[src/rtl/regfile_read_arbiter.sv]
// Round-robin arbiter for a shared 16-entry register read mux: grants one of four
// requesters, drives a registered select, waits SETTLE cycles, then returns the mux data.
module regfile_read_arbiter #(
  parameter int W      = 32,
  parameter int SETTLE = 0
) (
  input  logic         clk,
  input  logic         rst_n,
  input  logic [3:0]   req,
  input  logic [3:0]   addr0,
  input  logic [3:0]   addr1,
  input  logic [3:0]   addr2,
  input  logic [3:0]   addr3,
  input  logic [W-1:0] mux_data,
  output logic [3:0]   sel,
  output logic [3:0]   gnt,
  output logic [3:0]   rvalid,
  output logic [W-1:0] rdata
);

  localparam int          NUM_REQ  = 4;
  localparam logic [3:0]  SETTLE_C = 4'(SETTLE);

  typedef enum logic [1:0] {ARB, WAIT, CAPT} state_t;

  state_t                          state, state_nxt;
  logic [3:0]                      cnt, cnt_d;
  logic [1:0]                      last, last_d;
  logic [1:0]                      win, win_d;
  logic [3:0]                      sel_d, gnt_d, rvalid_d;
  logic [W-1:0]                    rdata_d;
  logic [NUM_REQ-1:0]              eff;
  logic [NUM_REQ-1:0][3:0]         addr_a;
  logic [1:0]                      pick, idx;
  logic                            found;

  assign addr_a[0] = addr0;
  assign addr_a[1] = addr1;
  assign addr_a[2] = addr2;
  assign addr_a[3] = addr3;

  // The requester being handed its data this cycle must not immediately re-win.
  assign eff = req & ~rvalid;

  always_comb begin
    pick  = '0;
    idx   = '0;
    found = 1'b0;
    for (int k = 1; k <= NUM_REQ; k++) begin
      idx = last + 2'(k);
      if (!found && eff[idx]) begin
        pick  = idx;
        found = 1'b1;
      end
    end
  end

  always_ff @(posedge clk or negedge rst_n) begin
    if (!rst_n) state <= ARB;
    else        state <= state_nxt;
  end

  always_comb begin
    state_nxt = state;
    case (state)
      ARB:     if (found) state_nxt = (SETTLE_C != 4'd0) ? WAIT : CAPT;
      WAIT:    if (cnt == 4'd1) state_nxt = CAPT;
      CAPT:    state_nxt = ARB;
      default: state_nxt = ARB;
    endcase
  end

  always_comb begin
    sel_d    = sel;
    gnt_d    = gnt;
    rvalid_d = '0;
    rdata_d  = rdata;
    cnt_d    = cnt;
    last_d   = last;
    win_d    = win;
    case (state)
      ARB: if (found) begin
        gnt_d = 4'b0001 << pick;
        sel_d = addr_a[pick];
        cnt_d = SETTLE_C;
        win_d = pick;
      end
      WAIT: cnt_d = cnt - 4'd1;
      CAPT: begin
        rdata_d  = mux_data;
        rvalid_d = gnt;
        gnt_d    = '0;
        last_d   = win;
      end
      default: ;
    endcase
  end

  always_ff @(posedge clk or negedge rst_n) begin
    if (!rst_n) begin
      sel    <= '0;
      gnt    <= '0;
      rvalid <= '0;
      rdata  <= '0;
      cnt    <= '0;
      last   <= 2'd3;
      win    <= '0;
    end else begin
      sel    <= sel_d;
      gnt    <= gnt_d;
      rvalid <= rvalid_d;
      rdata  <= rdata_d;
      cnt    <= cnt_d;
      last   <= last_d;
      win    <= win_d;
    end
  end

endmodule

[config.mk]
export PLATFORM = sky130hd
export DESIGN_NAME = regfile_read_arbiter
export DESIGN_NICKNAME = d
export VERILOG_FILES = /design/src/rtl/regfile_read_arbiter.sv
export SDC_FILE = /design/constraint.sdc
export NUM_CORES = 1
export LEC_CHECK = 0
export CAP_MARGIN = 0
export CORE_MARGIN = 1
export CORE_UTILIZATION = 44
export DETAILED_ROUTE_END_ITERATION = 10
export PLACE_DENSITY_LB_ADDON = 0.08
export SLEW_MARGIN = 5
export SYNTH_ARGS = -nofsm -noshare
export SYNTH_HDL_FRONTEND = slang
export SYNTH_SLANG_ARGS = --single-unit
[constraint.sdc]
create_clock -name clk -period 3.6 [get_ports clk]
set_input_delay 0.36 -clock clk [delete_from_list [all_inputs] [get_ports clk]]
set_output_delay 0.36 -clock clk [all_outputs]
set_load 0.02 [all_outputs]
[After elaboration in Yosys (flattened, before gate mapping)]
Index checks and enable logic that the tools add are counted.
Storage, ports and cells
  flip-flop bits (word level): 54
  input port bits: 54
  output and inout port bits: 44
  word-level logic and storage cells: 64
Operators by class
  add/subtract/negate cells: 4
  magnitude comparators: 5
  equal/unequal tests: 5
  shift operators: 1
  muxes and demuxes: 26
  bitwise gates (word level): 2
  reductions and logical operators: 13
Operators with widths (count)
  $mux 4: 4
  $pmux 4 s2: 2
  $lt 2x3->1 const B: 5
  $mux 2: 6
  $bmux 1 s2: 4
  $bmux 4 s2: 1
  $mux 1: 8
  $reduce_and 2->1: 4
  $add 2x2->2 const B: 2
  $and 4x4->4: 1
  $eq 4x1->1 const B: 1
  $ne 2x2->1 const B: 2
  $not 4->4: 1
  $pmux 2 s2: 1
  $reduce_bool 2->1: 2
  $shl 1x2->4 const A: 1
  $sub 4x1->4 const B: 1
  $logic_and 1x1->1: 3
  $logic_not 1->1: 3
  $add 2x1->2 const B: 1
  $eq 2x1->1 const B: 1
  $eq 2x2->1 const B: 1
  $logic_not 2->1: 1

[Logic depth before layout (Yosys ltp)]
Gate-level depths: netlist of the first run.
  word-level depth: 17
  gate-level depth with buffers: 5
  mapped depth without buffers: 5

[Worst setup path before layout of the first run]
No wires, ideal clock.
  path kind: reg-to-reg
  start point: register rvalid[0]
  end point: register sel[0]
  setup time: 0.125 ns
  arrival: 1.879 ns
  required time: 3.475 ns
  slack: 1.596 ns
  cell stages (with the launch flop): 6
  path buffers: 0
  period minus slack after synthesis: 2.004 ns
  path through: dfrtp_1 > nor2b_4 > o221ai_2 > a21oi_4 > mux4_2 > mux2_2
Between the ends
  longest elaborated chain between the ends: 16
  elaborated cells on any way between the ends: 27
  classes of those cells: mux (18); bitwise (2); reduce/logical (7)
RTL lines
  start, declared: RTL line 17  | output logic [3:0] rvalid,
  start signal, assigned: RTL line 111  | rvalid <= rvalid_d;
  $not 4->4 (*): RTL line 43  | assign eff = req & ~rvalid;
  $and 4x4->4 (*): RTL line 43
  $bmux 1 s2: RTL line 51  | if (!found && eff[idx]) begin
  $mux 1 (implied by the code): RTL line 51
  $mux 1: RTL line 51
  $logic_not 1->1: RTL line 51
  $logic_and 1x1->1: RTL line 51
  $mux 1: RTL line 51
  $logic_not 1->1: RTL line 51
  $logic_and 1x1->1: RTL line 51
  $mux 1: RTL line 51
  $logic_not 1->1: RTL line 51
  $logic_and 1x1->1: RTL line 51
  $mux 2: RTL line 51
  $bmux 4 s2: RTL line 84  | sel_d = addr_a[pick];
  $mux 4 (implied by the code): RTL line 84
  end signal, assigned: RTL line 109  | sel <= sel_d;
  end, declared: RTL line 15  | output logic [3:0] sel,
Mark *: on every way between the ends. The rest lies on a longest branch, timed or not. The select of a mux whose other input is x is not followed.
A chain may end at the register's enable or synchronous reset.

[Worst setup path after layout of the first run]
  start point: input port req[0]
  end point: register sel[2]
Between the ends
  longest elaborated chain between the ends: 15
  elaborated cells on any way between the ends: 26
  classes of those cells: mux (18); bitwise (1); reduce/logical (7)
RTL lines
  start, declared: RTL line 9  | input logic [3:0] req,
  $and 4x4->4 (*): RTL line 43
  $bmux 1 s2: RTL line 51
  $mux 1 (implied by the code): RTL line 51
  $mux 1: RTL line 51
  $logic_not 1->1: RTL line 51
  $logic_and 1x1->1: RTL line 51
  $mux 1: RTL line 51
  $logic_not 1->1: RTL line 51
  $logic_and 1x1->1: RTL line 51
  $mux 1: RTL line 51
  $logic_not 1->1: RTL line 51
  $logic_and 1x1->1: RTL line 51
  $mux 2: RTL line 51
  $bmux 4 s2: RTL line 84
  $mux 4 (implied by the code): RTL line 84
Marked as above.

==> impl_metrics.py, run 1 <==
metrics = {
    "setup_path": {
        "crit_family": "multiplexers",
        "worstPathRequired_ns": 3.78,
        "r2r_start": "rvalid[0]$_DFF_PN0_",
        "cp_num_buf_inv": 1,
        "r2r_slack_ns": 1.52,
        "crit_fanout": 7,
        "cp_slowest_stage_delay_ns": 0.55,
        "cp_slowest_cell": "mux4_2",
        "critPathCaptureType": "register",
        "crit_type": "in2reg",
        "r2r-end": "sel[2]$_DFFE_PN0P_",
        "arrival_ns": 2.39,
        "reg2reg_depth": 5,
        "path_cells": "clkdlybuf4s50_1 > nor2b_4 > o221ai_2 > a21oi_4 > mux4_2 > mux2_2",
        "startpoint_type": "input port",
    },
    "synth": {
        "synth_top_cell_area_share_pct": 57.2,
        "synth_common_cells": "47 x dfrtp_1, 38 x mux2_2",
        "ys_types": 28,
        "synth_area_leader_cell": "dfrtp_1",
        "synth_edf_count": 0,
        "synthTopCellsByArea": "dfrtp_1 57%, mux2_2 21%, mux4_2 4.4%",
        "synth.most_common_cell": "dfrtp_1",
        "synth-main-ff-cell": "dfrtp_1",
        "async_reset_ff_share_pct": 100,
        "yosys_warnings": 0,
        "syn-num-nets": 186,
        "synth_seq_cells": 49,
        "synth_area_mm2": 0.00206,
        "synth_cells": 132,
        "ys_seq_area_share_pct": 59.7,
        "syn_avg_cell_area_um2": 15.6,
    },
    "clock_tree": {
        "clk_path_buf_depth": 2,
        "post_cts_buffers": 0,
        "insertion_delay_ns": 0.30,
        "cts.clk_slew.worst_paths_ns": 0.08,
        "root_buffer": "clkbuf_8",
        "clock_sink_count": 49,
        "cts_tree": "yes",
        "post_cts_resized": 0,
        "cts_max_level": 2,
        "cts_made_buffers": 5,
        "holdBufCountCts": 0,
    },
    "routing": {
        "firstDrtPassIters": 4,
        "drtIter0Drc": 44,
        "drt-total-wl_um": 4410,
        "wire_per_inst_um": 15.5,
        "dr_total_vias": 1455,
        "avgViaCountPerCell": 5.12,
        "drc_errors": 0,
        "drt.antenna.violating_nets": 0,
    },
    "die": {
        "core_mm2": 0.00441,
        "dieArea_mm2": 0.00495,
        "pin_count": 98,
        "die_y_um": 70.4,
        "start_util_pct": 46.6,
        "die_x_um": 70.4,
        "rows": 24,
    },
    "power_and_ir_drop": {
        "p_clk_share_pct": 12.9,
        "p_comb_share_pct": 52.9,
        "power_frac_seq_pct": 34.2,
        "p_sw_mw": 1.03,
        "power.internal_mw": 1.86,
        "power_density_mw_per_mm2": 910,
        "leakage_nw": 1.29,
        "vdd_ir_drop_max_uv": 565,
        "p_sw_share_pct": 35.7,
    },
    "global_routing": {
        "track_usage_pct": 19.2,
        "grt_pass1_vias": 1654,
        "met1_usage_pct": 21.0,
        "grt_util_met3_pct": 7.22,
        "grtUsageMet2_pct": 33.5,
        "grt_pass1_wl_um": 7350,
        "grt_busiest_layer": "met2",
        "antenna_found_initial": 0,
        "grt_overflow_total": 0,
        "grt_max_degree": 50,
    },
    "cells_and_area": {
        "antenna_cells": 0,
        "drive_gt1_share_pct": 28.0,
        "final_nets": 286,
        "area_growth_pct": 54.6,
        "n_fill_cell": 293,
        "fin_area_mm2": 0.00318,
    },
    "timing": {
        "slew_violations": 0,
        "hold_violations": 0,
        "fin_crit_sh_pct": 61.3,
        "setup_viol_count_final": 0,
        "relSlewSlack_pct": 29.2,
        "min_period_ns": 2.21,
        "skew_ns": 0.00590,
        "worst_pin_slew_ns": 1.06,
        "rsz0062_at_grt": "no",
        "tns_ns": 0,
        "fmax_ghz": 0.453,
    },
    "placed_design": {
        "dp_hpwl_um": 3350,
        "globalplace.congestion": 0.713,
        "port_buffers": 97,
        "placed_area_mm2": 0.00308,
    },
    "job": {
        "drv_cap": 0,
    },
    "worst_hold_path": {
        "hp-class": "in2async",
    },
    "run_status": {
        "status": "finished, final reports clean",
    },
}
[sequential cells by signal, indices dropped and copies added, names as in the netlist]
| register | flops |
|---|---|
| gnt | 4 |
| win | 2 |
| rvalid | 4 |
| last | 2 |
| rdata | 32 |
| state | 1 |
| sel | 4 |
[power groups by stage]
stage	Clock [mW]	Combinational (mW)	Sequential, mW
CTS	0.385	1.55	0.993
detailed placement	0	1.55	1.00
global placement	0	1.51	0.980
finish	0.373	1.53	0.989
global route	0.405	1.62	1.02
floorplan	0	0.587	1.28
[routing by layer]
metal | share of wire [%] | wire, um | vias to the layer above
met5 | 0 | 0 | -
met4 | 1.5 | 66 | 0
met3 | 8.9 | 393 | 7
met2 | 53 | 2320 | 63
met1 | 37 | 1630 | 712
li1 | - | - | 673
[worst reg2reg max path: cells and delay by family, from the launching register on]
kind	cells	cell delay (ns)
flops	1	0.42
simple gates	1	0.22
mux	2	0.83
compound gates	2	0.49
[layout by cell type, fill, tap and decap left out, types with 2 or more instances in the layout]
cell type / synthesis / layout
a21oi_1: 3 / 3
dfstp_2: 2 / 2
mux2_2: 38 / 38
nand2_1: 4 / 4
mux4_2: 4 / 4
nor2_1: 4 / 4
nor2b_4: 2 / 2
dfrtp_1: 47 / 47
clkdlybuf4s50_1: 0 / 96
and2_1: 4 / 4
nand2b_4: 2 / 2
clkbuf_8: 0 / 5
o221ai_2: 2 / 2
[metrics by stage]
step	setup slack, ns	utilization [%]	hold WS, ns	total power, mW	std cells
floorplan	1.60	-	0.0644	1.87	132
global placement	1.16	69.7	0.473	2.49	277
detailed placement	1.06	69.7	0.493	2.55	277
CTS	1.38	72.1	0.286	2.93	284
global route	1.33	72.1	0.337	3.05	284
finish	1.39	72.1	0.247	2.89	284
[layout make-up]
cell class / instances / area [um^2] / area share, %
Sequential cell: 49 / 1230 / 38.6
Timing Repair Buffer: 98 / 973 / 30.6
Multi-Input combinational cell: 77 / 806 / 25.3
Clock buffer: 5 / 68.8 / 2.16
Tap cell: 52 / 65.1 / 2.05
Clock inverter: 2 / 35.0 / 1.10
Inverter: 1 / 3.75 / 0.118
[kinds of logic after synthesis]
kind of cell           after synthesis  synth area share (%)
AO/OA/AOI/OAI                       13                  6.33
buffers and inverters                6                  1.09
flip-flops                          49                  59.7
multiplexers                        42                  25.2
AND/OR/NAND/NOR                     22                  7.66
[worst max path at each step]
| stage | startpoint | end | slack (ns) | depth (start not counted) |
|---|---|---|---|---|
| floorplan | rvalid[0]$_DFF_PN0_ | sel[0]$_DFFE_PN0P_ | 1.60 | 5 |
| global placement | req[0] | sel[0]$_DFFE_PN0P_ | 1.16 | 6 |
| detailed placement | req[0] | sel[2]$_DFFE_PN0P_ | 1.06 | 6 |
| CTS | req[0] | sel[2]$_DFFE_PN0P_ | 1.38 | 6 |
| global route | req[0] | sel[2]$_DFFE_PN0P_ | 1.33 | 6 |
| finish | req[0] | sel[2]$_DFFE_PN0P_ | 1.39 | 6 |
Power figures use the tool's default switching activity.
==> run 2: changes to the inputs <==
--- a/config.mk
+++ b/config.mk
@@ -7,7 +7,7 @@
 export LEC_CHECK = 0
 export CAP_MARGIN = 0
 export CORE_MARGIN = 1
-export CORE_UTILIZATION = 44
+export CORE_UTILIZATION = 40
 export DETAILED_ROUTE_END_ITERATION = 10
 export PLACE_DENSITY_LB_ADDON = 0.08
 export SLEW_MARGIN = 5
==> constraint.sdc (replaced) <==
create_clock -name clk -period 2.1 [get_ports clk]
set_input_delay 0.21 -clock clk [delete_from_list [all_inputs] [get_ports clk]]
set_output_delay 0.21 -clock clk [all_outputs]
set_load 0.02 [all_outputs]
==> impl_metrics.py, run 2 (synthesis results as in run 1) <==
metrics = {
    "cells_and_area": {
        "final_nets": 294,
        "final_util_pct": 67.7,
        "final_common_cell": "clkdlybuf4s50_1",
        "drive_gt1_share_pct": 29.9,
        "final_cell_mix": "96 x clkdlybuf4s50_1, 47 x dfrtp_1, 38 x mux2_2",
        "antenna_cells": 0,
        "largest_reg_flops": 32,
        "area_growth_pct": 59.5,
        "regMostFlops": "rdata",
    },
    "routing": {
        "avgViaCountPerCell": 4.84,
        "wire_per_inst_um": 14.8,
        "firstDrtPassIters": 4,
        "drt-total-wl_um": 4550,
        "drc_errors": 0,
        "drt.antenna.violating_nets": 0,
        "drtIter0Drc": 79,
        "dr_total_vias": 1490,
    },
    "die": {
        "die_y_um": 73.7,
        "start_util_pct": 42.4,
        "rows": 25,
        "dieArea_mm2": 0.00543,
        "die_x_um": 73.7,
        "pin_count": 98,
        "core_mm2": 0.00485,
    },
    "timing": {
        "fmax_ghz": 0.505,
        "min_period_ns": 1.98,
        "worst_pin_slew_ns": 0.572,
        "slew_violations": 0,
        "setup_viol_count_final": 0,
        "rsz0062_at_grt": "no",
        "relSlewSlack_pct": 61.8,
        "fin_crit_sh_pct": 94.3,
        "skew_ns": 0.00627,
        "hold_ws_ns": 0.379,
        "hold_violations": 0,
    },
    "global_routing": {
        "grt_pass1_vias": 1549,
        "grt_overflow_total": 0,
        "grt_pass1_wl_um": 7360,
        "grt_util_met3_pct": 5.21,
        "grt_max_degree": 44,
        "grtUsageMet2_pct": 29.9,
        "grt_busiest_layer": "met2",
        "antenna_found_initial": 0,
        "met1_usage_pct": 21.4,
        "track_usage_pct": 17.9,
    },
    "clock_tree": {
        "post_cts_resized": 0,
        "cts_tree": "yes",
        "cts.clk_slew.worst_paths_ns": 0.09,
        "clock_sink_count": 49,
        "insertion_delay_ns": 0.30,
        "clk_path_buf_depth": 2,
        "root_buffer": "clkbuf_8",
        "cts_made_buffers": 5,
        "cts_max_level": 2,
    },
    "setup_path": {
        "arrival_ns": 2.17,
        "cp_slowest_stage_delay_ns": 0.60,
        "cp-startpoint": "last[0]$_DFFE_PN1P_",
        "crit_end": "sel[3]$_DFFE_PN0P_",
        "crit_type": "reg2reg",
        "crit_family": "multiplexers",
        "reg2reg_depth": 4,
        "r2r-end": "sel[3]$_DFFE_PN0P_",
        "path_cells": "o221ai_2 > a21oi_4 > mux4_2 > mux2_2",
        "r2r_start": "last[0]$_DFFE_PN1P_",
        "critPathCaptureType": "register",
        "cp_slowest_cell": "dfstp_2",
        "worstPathRequired_ns": 2.29,
        "crit_fanout": 5,
        "startpoint_type": "register",
        "r2r_slack_ns": 0.12,
        "cp_num_buf_inv": 0,
        "crit_cells": 4,
    },
    "run_status": {
        "status": "finished, final reports clean",
    },
    "placed_design": {
        "dp_hpwl_um": 3490,
        "port_buffers": 97,
        "globalplace.congestion": 0.782,
    },
    "worst_hold_path": {
        "hp-class": "in2async",
    },
    "power_and_ir_drop": {
        "power_density_mw_per_mm2": 1540,
        "vdd_ir_drop_max_uv": 820,
        "leakage_nw": 1.33,
    },
    "job": {
        "drv_cap": 0,
    },
}
run 2: cell count changes in the layout (fill, tap and decap cells not counted), sizes merged:
cell         previous run  this run
buf                     2         9
dlygate4sd3             0         1
clkbuf                  5         6
run 2: metal layers:
metal | routed length [um] | part of all wire (%) | up-vias
li1 | - | - | 694
met3 | 285 | 6.3 | 11
met2 | 2370 | 52 | 53
met4 | 97 | 2.1 | 0
met1 | 1800 | 40 | 732
met5 | 0 | 0 | -
run 2: what timing repair did:
action / in CTS / in global routing
hold buffers: 1 / 0
endpoints found under the hold margin: 19 / 0
buffers inserted: 0 / 0
run 2: final cells by class:
cell class,instances,area (um^2)
clock buffer,6,72.6
clock inverter,2,38.8
fill,347,1570
inverter,1,3.75
multi-input combinational,77,806
sequential,49,1230
tap,67,83.8
timing repair buffer,106,1050
run 2: worst min-delay path by stage:
stage                     start                     to  slack [ns]  cells after the start
after global placement    rst_n  rdata[18]$_DFFE_PN0P_        0.17                      1
after CTS                 rst_n  rdata[18]$_DFFE_PN0P_        0.39                      2
after global routing      rst_n  rdata[18]$_DFFE_PN0P_        0.41                      2
final                     rst_n  rdata[18]$_DFFE_PN0P_        0.38                      2
after floorplan           rst_n     gnt[0]$_DFFE_PN0P_       -0.09                      0
after detailed placement  rst_n  rdata[18]$_DFFE_PN0P_        0.19                      1
run 2: worst reg2reg max path, stage by stage (launching register included):
cell and delay [ns]:
dfstp_2 0.60, o221ai_2 0.16, a21oi_4 0.30, mux4_2 0.54, mux2_2 0.28
run 2: power by group:
part / internal (mW) / switching [mW]
sequential: 1.42 / 0.270
clock: 0.358 / 0.309
combinational: 1.47 / 1.22
total: 3.25 / 1.79
run 2: metrics by stage:
step           cell area [um^2]  TNS (ns)  instances  setup slack (ns)  total power, mW
6_report                   3280         0        308             0.120             5.05
2_1_floorplan              2060         0        132            0.0963             3.20
3_5_place_dp               3160    -0.627        299            -0.171             4.43
4_1_cts                    3280         0        308             0.106             5.11
3_3_place_gp               3160    -0.398        299            -0.101             4.34
5_1_grt                    3280         0        308            0.0357             5.35
==> run 3: changes to the inputs <==
--- a/config.mk
+++ b/config.mk
@@ -5,9 +5,12 @@
 export SDC_FILE = /design/constraint.sdc
 export NUM_CORES = 1
 export LEC_CHECK = 0
+export ABC_AREA = 1
+export ABC_CLOCK_PERIOD_IN_PS = 2100
 export CAP_MARGIN = 0
 export CORE_MARGIN = 1
-export CORE_UTILIZATION = 40
+export CORE_UTILIZATION = 42
+export CTS_CLUSTER_SIZE = 16
 export DETAILED_ROUTE_END_ITERATION = 10
 export PLACE_DENSITY_LB_ADDON = 0.08
 export SLEW_MARGIN = 5
==> impl_metrics.py, run 3 <==
metrics = {
    "routing": {
        "firstDrtPassIters": 4,
        "avgViaCountPerCell": 4.67,
        "drtIter0Drc": 108,
        "dr_total_vias": 2200,
        "drt-total-wl_um": 5700,
        "drt.antenna.violating_nets": 0,
        "drc_errors": 0,
        "wire_per_inst_um": 12.1,
    },
    "cells_and_area": {
        "final_common_cell": "nand2_1",
        "largest_reg_flops": 32,
        "fin_area_mm2": 0.00356,
        "final_nets": 454,
        "antenna_cells": 0,
        "n_fill_cell": 454,
        "area_growth_pct": 57.1,
        "final_cell_mix": "154 x nand2_1, 96 x clkdlybuf4s50_1, 47 x dfrtp_1",
        "final_util_pct": 69.3,
        "drive_gt1_share_pct": 10.5,
        "regMostFlops": "rdata",
    },
    "setup_path": {
        "cp_slowest_stage_delay_ns": 0.59,
        "r2r_slack_ns": 0.03,
        "critPathCaptureType": "register",
        "arrival_ns": 2.26,
        "worstPathRequired_ns": 2.29,
        "path_cells": "inv_4 > nand3_2 > nand2_2 > o21ai_4 > nand4_1 > nand2_4 > buf_12 > nand3_1 > nand3_1 > nand2_1 > nand2_1 > nand2_1",
        "crit_fanout": 9,
        "r2r_start": "last[0]$_DFFE_PN1P_",
        "cp_slowest_cell": "dfstp_2",
        "crit_type": "reg2reg",
        "cp-startpoint": "last[0]$_DFFE_PN1P_",
        "crit_path_frequent_cell": "nand2_1",
        "startpoint_type": "register",
    },
    "synth": {
        "synth.most_common_cell": "nand2_1",
        "ys_types": 19,
        "synth_area_leader_cell": "dfrtp_1",
        "synth_seq_cells": 49,
        "synthTopCellsByArea": "dfrtp_1 52%, nand2_1 26%, nand3_1 6.2%",
        "synth_top_cell_area_share_pct": 51.9,
        "syn-num-nets": 347,
        "async_reset_ff_share_pct": 100,
        "syn_avg_cell_area_um2": 7.73,
        "synth_edf_count": 0,
        "synth_cells": 293,
        "synth_common_cells": "156 x nand2_1, 47 x dfrtp_1, 28 x nand3_1",
        "yosys_warnings": 0,
        "ys_seq_area_share_pct": 54.2,
        "synth-main-ff-cell": "dfrtp_1",
        "synth_area_mm2": 0.00227,
    },
    "worst_hold_path": {
        "hp-class": "in2reg",
        "min_from": "mux_data[1]",
    },
    "placed_design": {
        "placed_area_mm2": 0.00333,
        "dp_hpwl_um": 4050,
        "port_buffers": 97,
        "globalplace.congestion": 0.868,
    },
    "die": {
        "start_util_pct": 44.1,
        "core_mm2": 0.00514,
        "dieArea_mm2": 0.00569,
        "die_x_um": 75.5,
        "die_y_um": 75.5,
        "pin_count": 98,
        "rows": 26,
    },
    "clock_tree": {
        "cts_tree": "yes",
        "insertion_delay_ns": 0.30,
        "root_buffer": "clkbuf_8",
        "clock_sink_count": 49,
        "cts.clk_slew.worst_paths_ns": 0.09,
        "clk_path_buf_depth": 2,
        "cts_max_level": 2,
        "cts_made_buffers": 5,
    },
    "timing": {
        "hold_ws_ns": 0.441,
        "fmax_ghz": 0.482,
        "hold_violations": 0,
        "skew_ns": 0.00729,
        "slew_violations": 0,
        "fin_crit_sh_pct": 98.7,
        "relSlewSlack_pct": 62.7,
        "setup_viol_count_final": 0,
        "min_period_ns": 2.07,
        "tns_ns": 0,
        "worst_pin_slew_ns": 0.559,
    },
    "power_and_ir_drop": {
        "vdd_ir_drop_max_uv": 788,
        "power_density_mw_per_mm2": 1620,
        "leakage_nw": 1.79,
    },
    "run_status": {
        "status": "finished, final reports clean",
    },
    "global_routing": {
        "antenna_found_initial": 0,
        "grt_pass1_wl_um": 9100,
        "grt_max_degree": 33,
        "track_usage_pct": 21.1,
        "grt_pass1_vias": 2041,
        "grt_overflow_total": 0,
    },
    "job": {
        "drv_cap": 0,
    },
}
==> run 3: path summary, 6_finish.rpt <==
path | endpoint | cells past startpoint
worst max-delay path | sel[1]$_DFFE_PN0P_ | 12
min in group asynchronous | rdata[25]$_DFFE_PN0P_ | 2
worst min-delay path | rdata[1]$_DFFE_PN0P_ | 3
max in group asynchronous | sel[1]$_DFFE_PN0P_ | 3
worst max register to register | sel[1]$_DFFE_PN0P_ | 12
worst min register to register | rdata[28]$_DFFE_PN0P_ | 2
==> run 3: through the flow <==
stage,setup slack (ns),total power [mW],cells
after floorplan,0.318,3.63,293
after global placement,0.0675,4.87,456
after detailed placement,0.0164,4.93,456
after CTS,0.0348,5.48,465
after global routing,-0.0690,6.22,471
final,0.0264,5.77,471
==> run 3: report_power, final <==
part | leakage (nW) | switching [mW] | internal, mW | total (mW)
sequential | 0.604 | 0.247 | 1.39 | 1.64
clock | 0.0450 | 0.288 | 0.231 | 0.520
combinational | 1.14 | 2.09 | 1.52 | 3.61
total | 1.79 | 2.62 | 3.14 | 5.77
==> run 3: worst max-delay path: cells and delay by family, from the launching register on <==
kind            cells  cell delay, ns
compound gates      1            0.23
buf+inv             2            0.22
flops               1            0.59
simple gates        9            0.94
==> run 3: final cells by class <==
class	count	area [um^2]	share of cell area, %
Sequential cell	49	1230	34.5
Multi-Input combinational cell	209	968	27.2
Clock inverter	2	10.0	0.281
Inverter	27	104	2.92
Clock buffer	6	72.6	2.04
Tap cell	70	87.6	2.46
Timing Repair Buffer	108	1090	30.6
==> run 3: what timing repair did <==
item	CTS	global route
endpoints found under the setup margin	1	5
setup buffers	0	6
hold buffers	1	0
endpoints found under the hold margin	21	0
gates resized for setup	1	15
pin swaps	0	7
==> run 3: logic make-up after synthesis <==
kind of cell / share of synthesized area (%)
simple gates: 36.4
flops: 54.2
compound gates: 3.59
buf+inv: 5.80
==> run 3: layer usage <==
metal / track usage [%] / wire length [um]
met1: 27.5 / 2590
met2: 34.6 / 2650
met3: 4.89 / 371
met4: 7.41 / 86
met5: 0 / 0
